**src/rtl/pwm_pkg.sv**
```systemverilog
// Shared definitions for the steering controller and the pwm_dir generator:
// owner encoding, position limits and the default frame length.
package pwm_pkg;

    typedef enum logic [1:0] {
        OWN_CENTER = 2'd0,
        OWN_AUTO   = 2'd1,
        OWN_MANUAL = 2'd2
    } owner_t;

    localparam logic [7:0] CMD_CENTER = 8'd150;
    localparam logic [7:0] CMD_MIN    = 8'd115;
    localparam logic [7:0] CMD_MAX    = 8'd185;

    localparam int FRAME_CYCLES_DFLT = 607;
    localparam logic [7:0] IDLE_MAX  = 8'hFF;

    // Signed 9-bit compare so no request value can wrap past the limits.
    function automatic logic [7:0] clamp_cmd(input logic [7:0] val);
        logic signed [8:0] v_s;
        logic signed [8:0] min_s;
        logic signed [8:0] max_s;
        v_s   = $signed({1'b0, val});
        min_s = $signed({1'b0, CMD_MIN});
        max_s = $signed({1'b0, CMD_MAX});
        if (v_s < min_s) begin
            return CMD_MIN;
        end else if (v_s > max_s) begin
            return CMD_MAX;
        end else begin
            return val;
        end
    endfunction

endpackage

```
**src/rtl/pwm_slew.sv**
```systemverilog
// Slew limiter: moves current toward target by at most step, never past it.
module pwm_slew
    import pwm_pkg::*;
(
    input  logic [7:0] target,
    input  logic [7:0] current,
    input  logic [7:0] step,
    output logic [7:0] next
);

    logic signed [8:0] diff;
    logic signed [8:0] step_s;

    assign diff   = $signed({1'b0, target}) - $signed({1'b0, current});
    assign step_s = $signed({1'b0, step});

    always_comb begin
        next = target;
        if (diff > step_s) begin
            next = current + step;
        end else if (diff < -step_s) begin
            next = current - step;
        end
    end

endmodule

```
**src/rtl/pwm_steer_ctrl.sv**
```systemverilog
// Steering owner arbitration between manual and autonomous requesters, with
// per-frame slew of the registered position fed to pwm_dir.
//
// state      | meaning
// OWN_CENTER | nobody owns steering; target parked at CMD_CENTER
// OWN_AUTO   | autonomous requester owns target; falls back after TIMEOUT_FRAMES idle
// OWN_MANUAL | manual requester owns target; auto blocked; falls back after HOLD_FRAMES idle
module pwm_steer_ctrl
    import pwm_pkg::*;
#(
    parameter int FRAME_CYCLES   = FRAME_CYCLES_DFLT,
    parameter int STEP           = 4,
    parameter int TIMEOUT_FRAMES = 25,
    parameter int HOLD_FRAMES    = 50
) (
    input  logic       clk,
    input  logic       rst,
    input  logic       man_valid,
    input  logic [7:0] man_data,
    output logic       man_ready,
    input  logic       auto_valid,
    input  logic [7:0] auto_data,
    output logic       auto_ready,
    output logic [7:0] cmd_out,
    output logic       frame_tick,
    output logic [1:0] owner
);

    localparam int CW = (FRAME_CYCLES > 1) ? $clog2(FRAME_CYCLES) : 1;
    localparam logic [CW-1:0] FRAME_LAST = CW'(FRAME_CYCLES - 1);
    localparam logic [7:0] STEP_C    = 8'(STEP);
    localparam logic [7:0] TIMEOUT_C = 8'(TIMEOUT_FRAMES);
    localparam logic [7:0] HOLD_C    = 8'(HOLD_FRAMES);

    logic [CW-1:0] frame_cnt;
    logic [7:0]    target;
    logic [7:0]    idle;
    owner_t        owner_q;
    logic [7:0]    slew_next;

    logic          man_xfer;
    logic          auto_xfer;
    logic          any_xfer;
    logic [7:0]    xfer_data;
    logic          timeout_hit;
    logic          hold_hit;

    assign man_ready  = rst;
    assign auto_ready = rst && (owner_q != OWN_MANUAL) && !man_valid;

    assign man_xfer  = man_valid && man_ready;
    assign auto_xfer = auto_valid && auto_ready;
    assign any_xfer  = man_xfer || auto_xfer;
    assign xfer_data = man_xfer ? man_data : auto_data;

    assign timeout_hit = (owner_q == OWN_AUTO)   && (idle == TIMEOUT_C);
    assign hold_hit    = (owner_q == OWN_MANUAL) && (idle == HOLD_C);

    assign owner = owner_q;

    pwm_slew u_slew (
        .target  (target),
        .current (cmd_out),
        .step    (STEP_C),
        .next    (slew_next)
    );

    // frame_tick lands on the cycle after the counter's last value, so the
    // position update below happens one cycle later still.
    always_ff @(posedge clk or negedge rst) begin
        if (!rst) begin
            frame_cnt  <= '0;
            frame_tick <= 1'b0;
            cmd_out    <= CMD_CENTER;
        end else begin
            frame_tick <= (frame_cnt == FRAME_LAST);
            if (frame_cnt == FRAME_LAST) begin
                frame_cnt <= '0;
            end else begin
                frame_cnt <= frame_cnt + CW'(1);
            end
            if (frame_tick) begin
                cmd_out <= slew_next;
            end
        end
    end

    // A transfer always beats a fallback landing in the same cycle.
    always_ff @(posedge clk or negedge rst) begin
        if (!rst) begin
            owner_q <= OWN_CENTER;
            target  <= CMD_CENTER;
            idle    <= '0;
        end else begin
            if (any_xfer) begin
                target <= clamp_cmd(xfer_data);
                idle   <= '0;
            end else if (timeout_hit || hold_hit) begin
                target <= CMD_CENTER;
                idle   <= '0;
            end else if (frame_tick && (idle != IDLE_MAX)) begin
                idle <= idle + 8'd1;
            end

            case (owner_q)
                OWN_CENTER: begin
                    if (man_xfer) begin
                        owner_q <= OWN_MANUAL;
                    end else if (auto_xfer) begin
                        owner_q <= OWN_AUTO;
                    end
                end
                OWN_AUTO: begin
                    if (man_xfer) begin
                        owner_q <= OWN_MANUAL;
                    end else if (!auto_xfer && timeout_hit) begin
                        owner_q <= OWN_CENTER;
                    end
                end
                OWN_MANUAL: begin
                    if (!man_xfer && hold_hit) begin
                        owner_q <= OWN_CENTER;
                    end
                end
                default: begin
                    owner_q <= OWN_CENTER;
                end
            endcase
        end
    end

endmodule

```
**config.mk**
```make
export PLATFORM = sky130hd
export DESIGN_NAME = pwm_steer_ctrl
export DESIGN_NICKNAME = d
export VERILOG_FILES = /design/src/rtl/pwm_pkg.sv /design/src/rtl/pwm_slew.sv /design/src/rtl/pwm_steer_ctrl.sv
export SDC_FILE = /design/constraint.sdc
export NUM_CORES = 1
export LEC_CHECK = 0
export CAP_MARGIN = 15
export CORE_MARGIN = 1.5
export CORE_UTILIZATION = 45
export CTS_CLUSTER_DIAMETER = 40
export CTS_CLUSTER_SIZE = 14
export DETAILED_ROUTE_END_ITERATION = 10
export GPL_ROUTABILITY_DRIVEN = 0
export PLACE_DENSITY = 0.67
export SLEW_MARGIN = 20
export SYNTH_ARGS = -nofsm -noshare
export SYNTH_HDL_FRONTEND = slang
export SYNTH_SLANG_ARGS = --single-unit
```
**constraint.sdc**
```tcl
create_clock -name clk -period 4.46 [get_ports clk]
set_input_delay 1.115 -clock clk [delete_from_list [all_inputs] [get_ports clk]]
set_output_delay 1.115 -clock clk [all_outputs]
set_load 0.05 [all_outputs]
```
==> results of run 1 <==
## state kept, by name (all words and copies together) (netlist names)
| register | cells |
|---|---|
| frame_tick | 1 |
| owner | 2 |
| idle | 8 |
| target | 8 |
| cmd_out | 8 |
| frame_cnt | 10 |
## placed cells by master (no fill, tap or decap), types with 3 or more instances in the layout
cell,instances
nand4_1,4
a21oi_1,14
nand2_1,21
o21a_1,4
nand2b_1,4
xnor2_1,10
mux2_2,3
nor2b_1,3
nand3_1,14
o21ai_1,4
a31oi_1,5
and2_1,3
nor3b_1,3
mux2i_1,5
nor3_1,8
ha_1,15
and3_1,7
o21ai_0,11
dfstp_2,8
dfrtp_1,29
clkdlybuf4s50_1,31
nor2_1,33
inv_1,21
xor2_1,6
clkbuf_8,5
## stage by stage
step	util	total power [mW]	instance area (sq um)	worst slack, ns
floorplan	-	0.601	2630	0.996
global placement	0.541	0.680	3020	0.673
detailed placement	0.541	0.683	3020	0.665
CTS	0.556	0.910	3100	0.662
global route	0.556	0.957	3100	0.565
finish	0.556	0.905	3100	0.658
## Yosys cell counts (2+ instances only)
master	count
buf_2	2
mux2i_1	5
nand2_1	21
xor2_1	6
clkbuf_1	4
o21ai_0	11
and3_1	7
a22o_1	2
ha_1	15
a211oi_1	2
a31oi_1	5
nand3_1	14
nor2_1	33
nand4_1	4
xnor2_1	10
a21o_1	2
o22ai_1	2
o311ai_1	2
o22a_1	2
dfrtp_1	29
o211ai_1	2
o31ai_1	2
inv_1	21
nand2b_1	4
mux2_2	3
nor3_1	8
a311oi_1	2
nor2b_1	3
or3_1	2
and2_1	3
a2111oi_0	2
dfstp_2	8
o221a_2	2
a21oi_1	14
o21ai_1	4
nor3b_1	3
o21a_1	4
a22oi_1	2
## cells by family (layout without fill, tap and decap cells)
| family | Yosys count | count (layout) | synth area share |
|---|---|---|---|
| adders and majority gates | 16 | 16 | 0.0790 |
| AOI/OAI and AO/OA | 79 | 79 | 0.221 |
| muxes | 8 | 8 | 0.0319 |
| and+or+nand+nor | 110 | 110 | 0.206 |
| xor gates and xnor gates | 17 | 17 | 0.0638 |
| DFF | 37 | 37 | 0.356 |
| buffers and inverters | 28 | 63 | 0.0424 |
## power groups by stage
stage | registers [mW] | clock network (mW) | logic, mW
after floorplan | 0.384 | 0 | 0.217
after global placement | 0.380 | 0 | 0.300
after detailed placement | 0.380 | 0 | 0.302
after CTS | 0.374 | 0.232 | 0.305
after global routing | 0.377 | 0.243 | 0.337
final | 0.374 | 0.224 | 0.307
## how the worst max path moves through the flow
stage	startpoint	end	slack, ns	cells past startpoint
floorplan	man_valid	target[5]$_DFFE_PN0P_	1.0	5
global placement	man_valid	auto_ready	0.67	3
detailed placement	man_valid	auto_ready	0.67	3
CTS	man_valid	auto_ready	0.66	3
global route	man_valid	auto_ready	0.57	3
finish	man_valid	auto_ready	0.66	3
## layout make-up
class	instances	area (sq um)	area share
flip-flops and latches	37	936	0.302
clock buffers	7	76.3	0.0246
multi-input cells	230	1580	0.511
repair buffers	34	330	0.107
inverters	21	78.8	0.0254
well taps	72	90.1	0.0291
clock inverters	1	5.00	0.00162
## routing by layer
metal	vias up	wire length (um)	part of all wire	GRT usage
li1	1149	-	-	-
met1	1132	2680	0.45	0.245
met2	58	2950	0.50	0.357
met3	10	217	0.037	0.0343
met4	0	95	0.016	0.0702
met5	-	0	0	0
## worst max-delay path, stage by stage
cell,delay [ns]
clkdlybuf4s50_1,0.46
nor3b_1,0.27
clkdlybuf4s50_1,0.84
==> impl_metrics.py, run 1 <==
metrics = {
    "outcome": {
        "status": "complete, no violations",
    },
    "synthesis": {
        "async_flop_share": 1.00,
        "avgSynthCellArea_sq_um": 8.91,
        "netlist-cell-type-count": 66,
        "synth_warnings": 0,
        "synth_top_flop_cell": "dfrtp_1",
        "synth.net_count": 331,
        "netlist_area_sq_um": 2630,
        "ys_seq_area_frac": 0.356,
        "synth_top_area_cell": "dfrtp_1",
        "synthTopCellsByArea": "dfrtp_1 28%, dfstp_2 8.0%, ha_1 7.1%, nor2_1 4.7%, xnor2_1 3.3%",
        "synthCells": 295,
        "synth_top_area_frac": 0.276,
        "synth_edf_count": 0,
        "synth_seq_cells": 37,
    },
    "floorplan": {
        "start_util": 0.472,
        "core_sq_um": 5570,
        "die_area_sq_um": 6310,
        "fp.dieH_um": 79.4,
        "die-width_um": 79.4,
        "row_count": 27,
        "io_pins": 33,
    },
    "drt": {
        "wl_per_cell_um": 14.8,
        "totalWireLength_um": 5940,
        "ant_nets": 0,
        "drtPass1Iterations": 4,
        "drt_iter0_markers": 141,
        "routed_via_density": 5.84,
        "dr_total_vias": 2349,
        "drc": 0,
    },
    "sta": {
        "whs_ns": 0.497,
        "max_freq_mhz": 263,
        "setup_viol": 0,
        "skew_ns": 0.0106,
        "fin_crit_sh": 0.852,
        "tightest_slew_ns": 0.590,
        "rsz0062_at_grt": "false",
        "hold_violations": 0,
        "period_needed_ns": 3.80,
        "tns_ns": 0,
        "final_max_slew_viol_count": 0,
        "slew_headroom": 0.606,
    },
    "min_path": {
        "hold_start": "frame_cnt[4]$_DFF_PN0_",
        "min_path_cells": 1,
        "holdCritPathClass": "flop to flop",
        "min_to": "frame_cnt[4]$_DFF_PN0_",
    },
    "setup_path": {
        "cp_max_fo": 4,
        "reg2reg_slack_ns": 1.24,
        "end_kind": "output port",
        "timing.rr.end": "cmd_out[6]$_DFFE_PN0P_",
        "r2r_start": "cmd_out[2]$_DFFE_PN1P_",
        "worst_r2r_path_depth": 10,
        "worst_ep_arrival_time_ns": 2.69,
        "critical_path.startpoint_type": "input port",
        "path_class": "input port to output port",
        "critPathRequiredTime_ns": 3.35,
    },
    "clock_network": {
        "cts_tree": "done",
        "cts_hold_buf": 0,
        "cts.sinks": 37,
        "htreeDepth": 2,
        "cts_resized": 0,
        "ctsLongestPathBuffers": 2,
        "cts_root_buffer": "clkbuf_8",
        "cts_made_buffers": 5,
        "post_cts_buffers": 0,
        "cts.clk_slew.worst_paths_ns": 0.07,
        "insertion_delay_ns": 0.29,
    },
    "final_layout": {
        "num_antenna_cells": 0,
        "fin_cells": 402,
        "layout.nets": 365,
        "fillers": 518,
        "area_growth_pct": 17.8,
        "drive_above_1_share": 0.0939,
    },
    "pwr": {
        "combPwrFrac": 0.339,
        "pwr-share-clk": 0.248,
        "p_per_area_nw_per_um2": 292,
        "switching_share": 0.342,
        "p_int_mw": 0.596,
        "p_seq_frac": 0.413,
        "peakVddDrop_v": 0.000235,
        "leakage_nw": 1.29,
        "power_switching_mw": 0.309,
    },
    "grt": {
        "grt_pass1_wl_um": 10000,
        "antenna_found_initial": 0,
        "grt_max_degree": 21,
        "gr-total-overflow": 0,
        "track_usage": 0.202,
        "grt_pass1_vias": 2275,
    },
    "run": {
        "max_cap_violations": 0,
    },
    "placement": {
        "dp_cells": 394,
        "place_hpwl_um": 4490,
        "io_buffer_count": 32,
    },
}
Power figures use the tool's default switching activity.
==> run 2, diff against run 1 <==
- CAP_MARGIN: 15 -> 25
- CTS_CLUSTER_DIAMETER: 40 -> unset
==> results of run 2 <==
Same layout as run 1: the final DEF is identical, and so are final timing and power.
==> run 3, diff against run 2 <==
- CORE_MARGIN: 1.5 -> 1
==> impl_metrics.py, run 3 (same netlist as run 1, synthesis figures left out) <==
metrics = {
    "sta": {
        "skew_ns": 0.00591,
        "max_freq_mhz": 263,
        "hold_violations": 0,
        "tightest_slew_ns": 0.612,
        "tns_ns": 0,
        "rsz0062_at_grt": "false",
        "setup_viol": 0,
        "period_needed_ns": 3.80,
        "fin_crit_sh": 0.852,
        "whs_ns": 0.495,
        "final_max_slew_viol_count": 0,
        "slew_headroom": 0.591,
    },
    "setup_path": {
        "path_cells": "clkdlybuf4s50_1, nor3b_1, clkdlybuf4s50_1",
        "crit_family": "buffers and inverters",
        "cp.buffers_inverters": 2,
        "worst_ep_arrival_time_ns": 2.69,
        "end_kind": "output port",
        "cpMostUsedCell": "clkdlybuf4s50_1",
        "critical_path.startpoint_type": "input port",
        "cp_slowest_stage_delay_ns": 0.85,
        "path_class": "input port to output port",
        "cp_max_fo": 4,
        "slowest_stage": "clkdlybuf4s50_1",
        "critPathRequiredTime_ns": 3.35,
    },
    "drt": {
        "wl_per_cell_um": 14.7,
        "dr_total_vias": 2268,
        "drt_iter0_markers": 118,
        "ant_nets": 0,
        "routed_via_density": 5.64,
        "wl_met2_um": 2830,
        "drc": 0,
        "wirelength_met1_um": 2830,
        "topRoutingLayerUsed": "met4",
        "drtPass1Iterations": 4,
        "totalWireLength_um": 5920,
        "dr_wl_met3_um": 161,
    },
    "pwr": {
        "leakage_nw": 1.31,
        "peakVddDrop_v": 0.000269,
        "p_per_area_nw_per_um2": 325,
    },
    "clock_network": {
        "cts.sinks": 37,
        "htreeDepth": 2,
        "cts_resized": 0,
        "cts_hold_buf": 0,
        "cts.clk_slew.worst_paths_ns": 0.07,
        "cts_tree": "done",
        "post_cts_buffers": 0,
        "ctsLongestPathBuffers": 2,
        "cts_made_buffers": 5,
        "insertion_delay_ns": 0.30,
        "cts_root_buffer": "clkbuf_8",
    },
    "grt": {
        "gr-total-overflow": 0,
        "antenna_found_initial": 0,
        "grt_pass1_vias": 2199,
        "track_usage": 0.208,
        "grt_max_degree": 21,
        "grt_pass1_wl_um": 10100,
    },
    "final_layout": {
        "drive_above_1_share": 0.100,
        "layout_common_cells": "33 x nor2_1, 31 x clkdlybuf4s50_1, 29 x dfrtp_1",
        "num_antenna_cells": 0,
        "top_register": "frame_cnt",
        "layout.nets": 365,
        "fillers": 520,
        "largest_reg_flops": 10,
        "final_common_cell": "nor2_1",
        "area_growth_pct": 19.8,
    },
    "floorplan": {
        "core_sq_um": 5570,
        "fp.dieH_um": 78.4,
        "start_util": 0.472,
        "die_area_sq_um": 6150,
        "die-width_um": 78.4,
        "row_count": 27,
        "io_pins": 33,
    },
    "outcome": {
        "status": "complete, no violations",
    },
    "placement": {
        "place_hpwl_um": 4480,
        "io_buffer_count": 32,
    },
    "min_path": {
        "holdCritPathClass": "flop to flop",
    },
    "run": {
        "max_cap_violations": 0,
    },
}
-- run 3: changes by cell type in the layout (fill, tap and decap cells not counted), sizes merged --
| cell | change |
|---|---|
| clkbuf | -2 |
| bufinv | +2 |
-- run 3: per-layer routing --
metal,track usage,up-vias
met2,0.346,31
met5,0,-
met4,0.0778,0
met1,0.265,1090
li1,-,1139
met3,0.0407,8
-- run 3: area by class of cell --
type	count	area [sq um]	area share
multi-input cells	230	1580	0.502
clock inverters	3	65.1	0.0207
well taps	72	90.1	0.0286
repair buffers	34	330	0.105
flip-flops and latches	37	936	0.297
inverters	21	78.8	0.0250
clock buffers	5	68.8	0.0218
-- run 3: report_power, final --
group / switching (mW) / internal, mW
clock network: 0.122 / 0.222
registers: 0.0172 / 0.356
logic: 0.176 / 0.129
total: 0.316 / 0.708
-- run 3: path summary, 6_finish.rpt --
| check | start | to | slack (ns) | depth (start not counted) |
|---|---|---|---|---|
| min in group asynchronous | rst | frame_cnt[8]$_DFF_PN0_ | 0.72 | 1 |
| setup reg to reg | cmd_out[2]$_DFFE_PN1P_ | cmd_out[6]$_DFFE_PN0P_ | 1.26 | 10 |
| hold reg to reg | frame_cnt[4]$_DFF_PN0_ | frame_cnt[4]$_DFF_PN0_ | 0.49 | 1 |
| max in group asynchronous | rst | cmd_out[4]$_DFFE_PN1P_ | 3.12 | 2 |
| setup / recovery | man_valid | auto_ready | 0.66 | 3 |
| hold / removal | frame_cnt[4]$_DFF_PN0_ | frame_cnt[4]$_DFF_PN0_ | 0.49 | 1 |
-- run 3: per-stage QoR --
step	area, sq um	worst slack (ns)	power (mW)	cells	utilization
2_1_floorplan	2630	0.996	0.601	295	-
3_3_place_gp	3020	0.672	0.680	394	0.541
3_5_place_dp	3020	0.665	0.682	394	0.541
4_1_cts	3150	0.665	1.03	402	0.565
5_1_grt	3150	0.605	1.08	402	0.565
6_report	3150	0.660	1.02	402	0.565
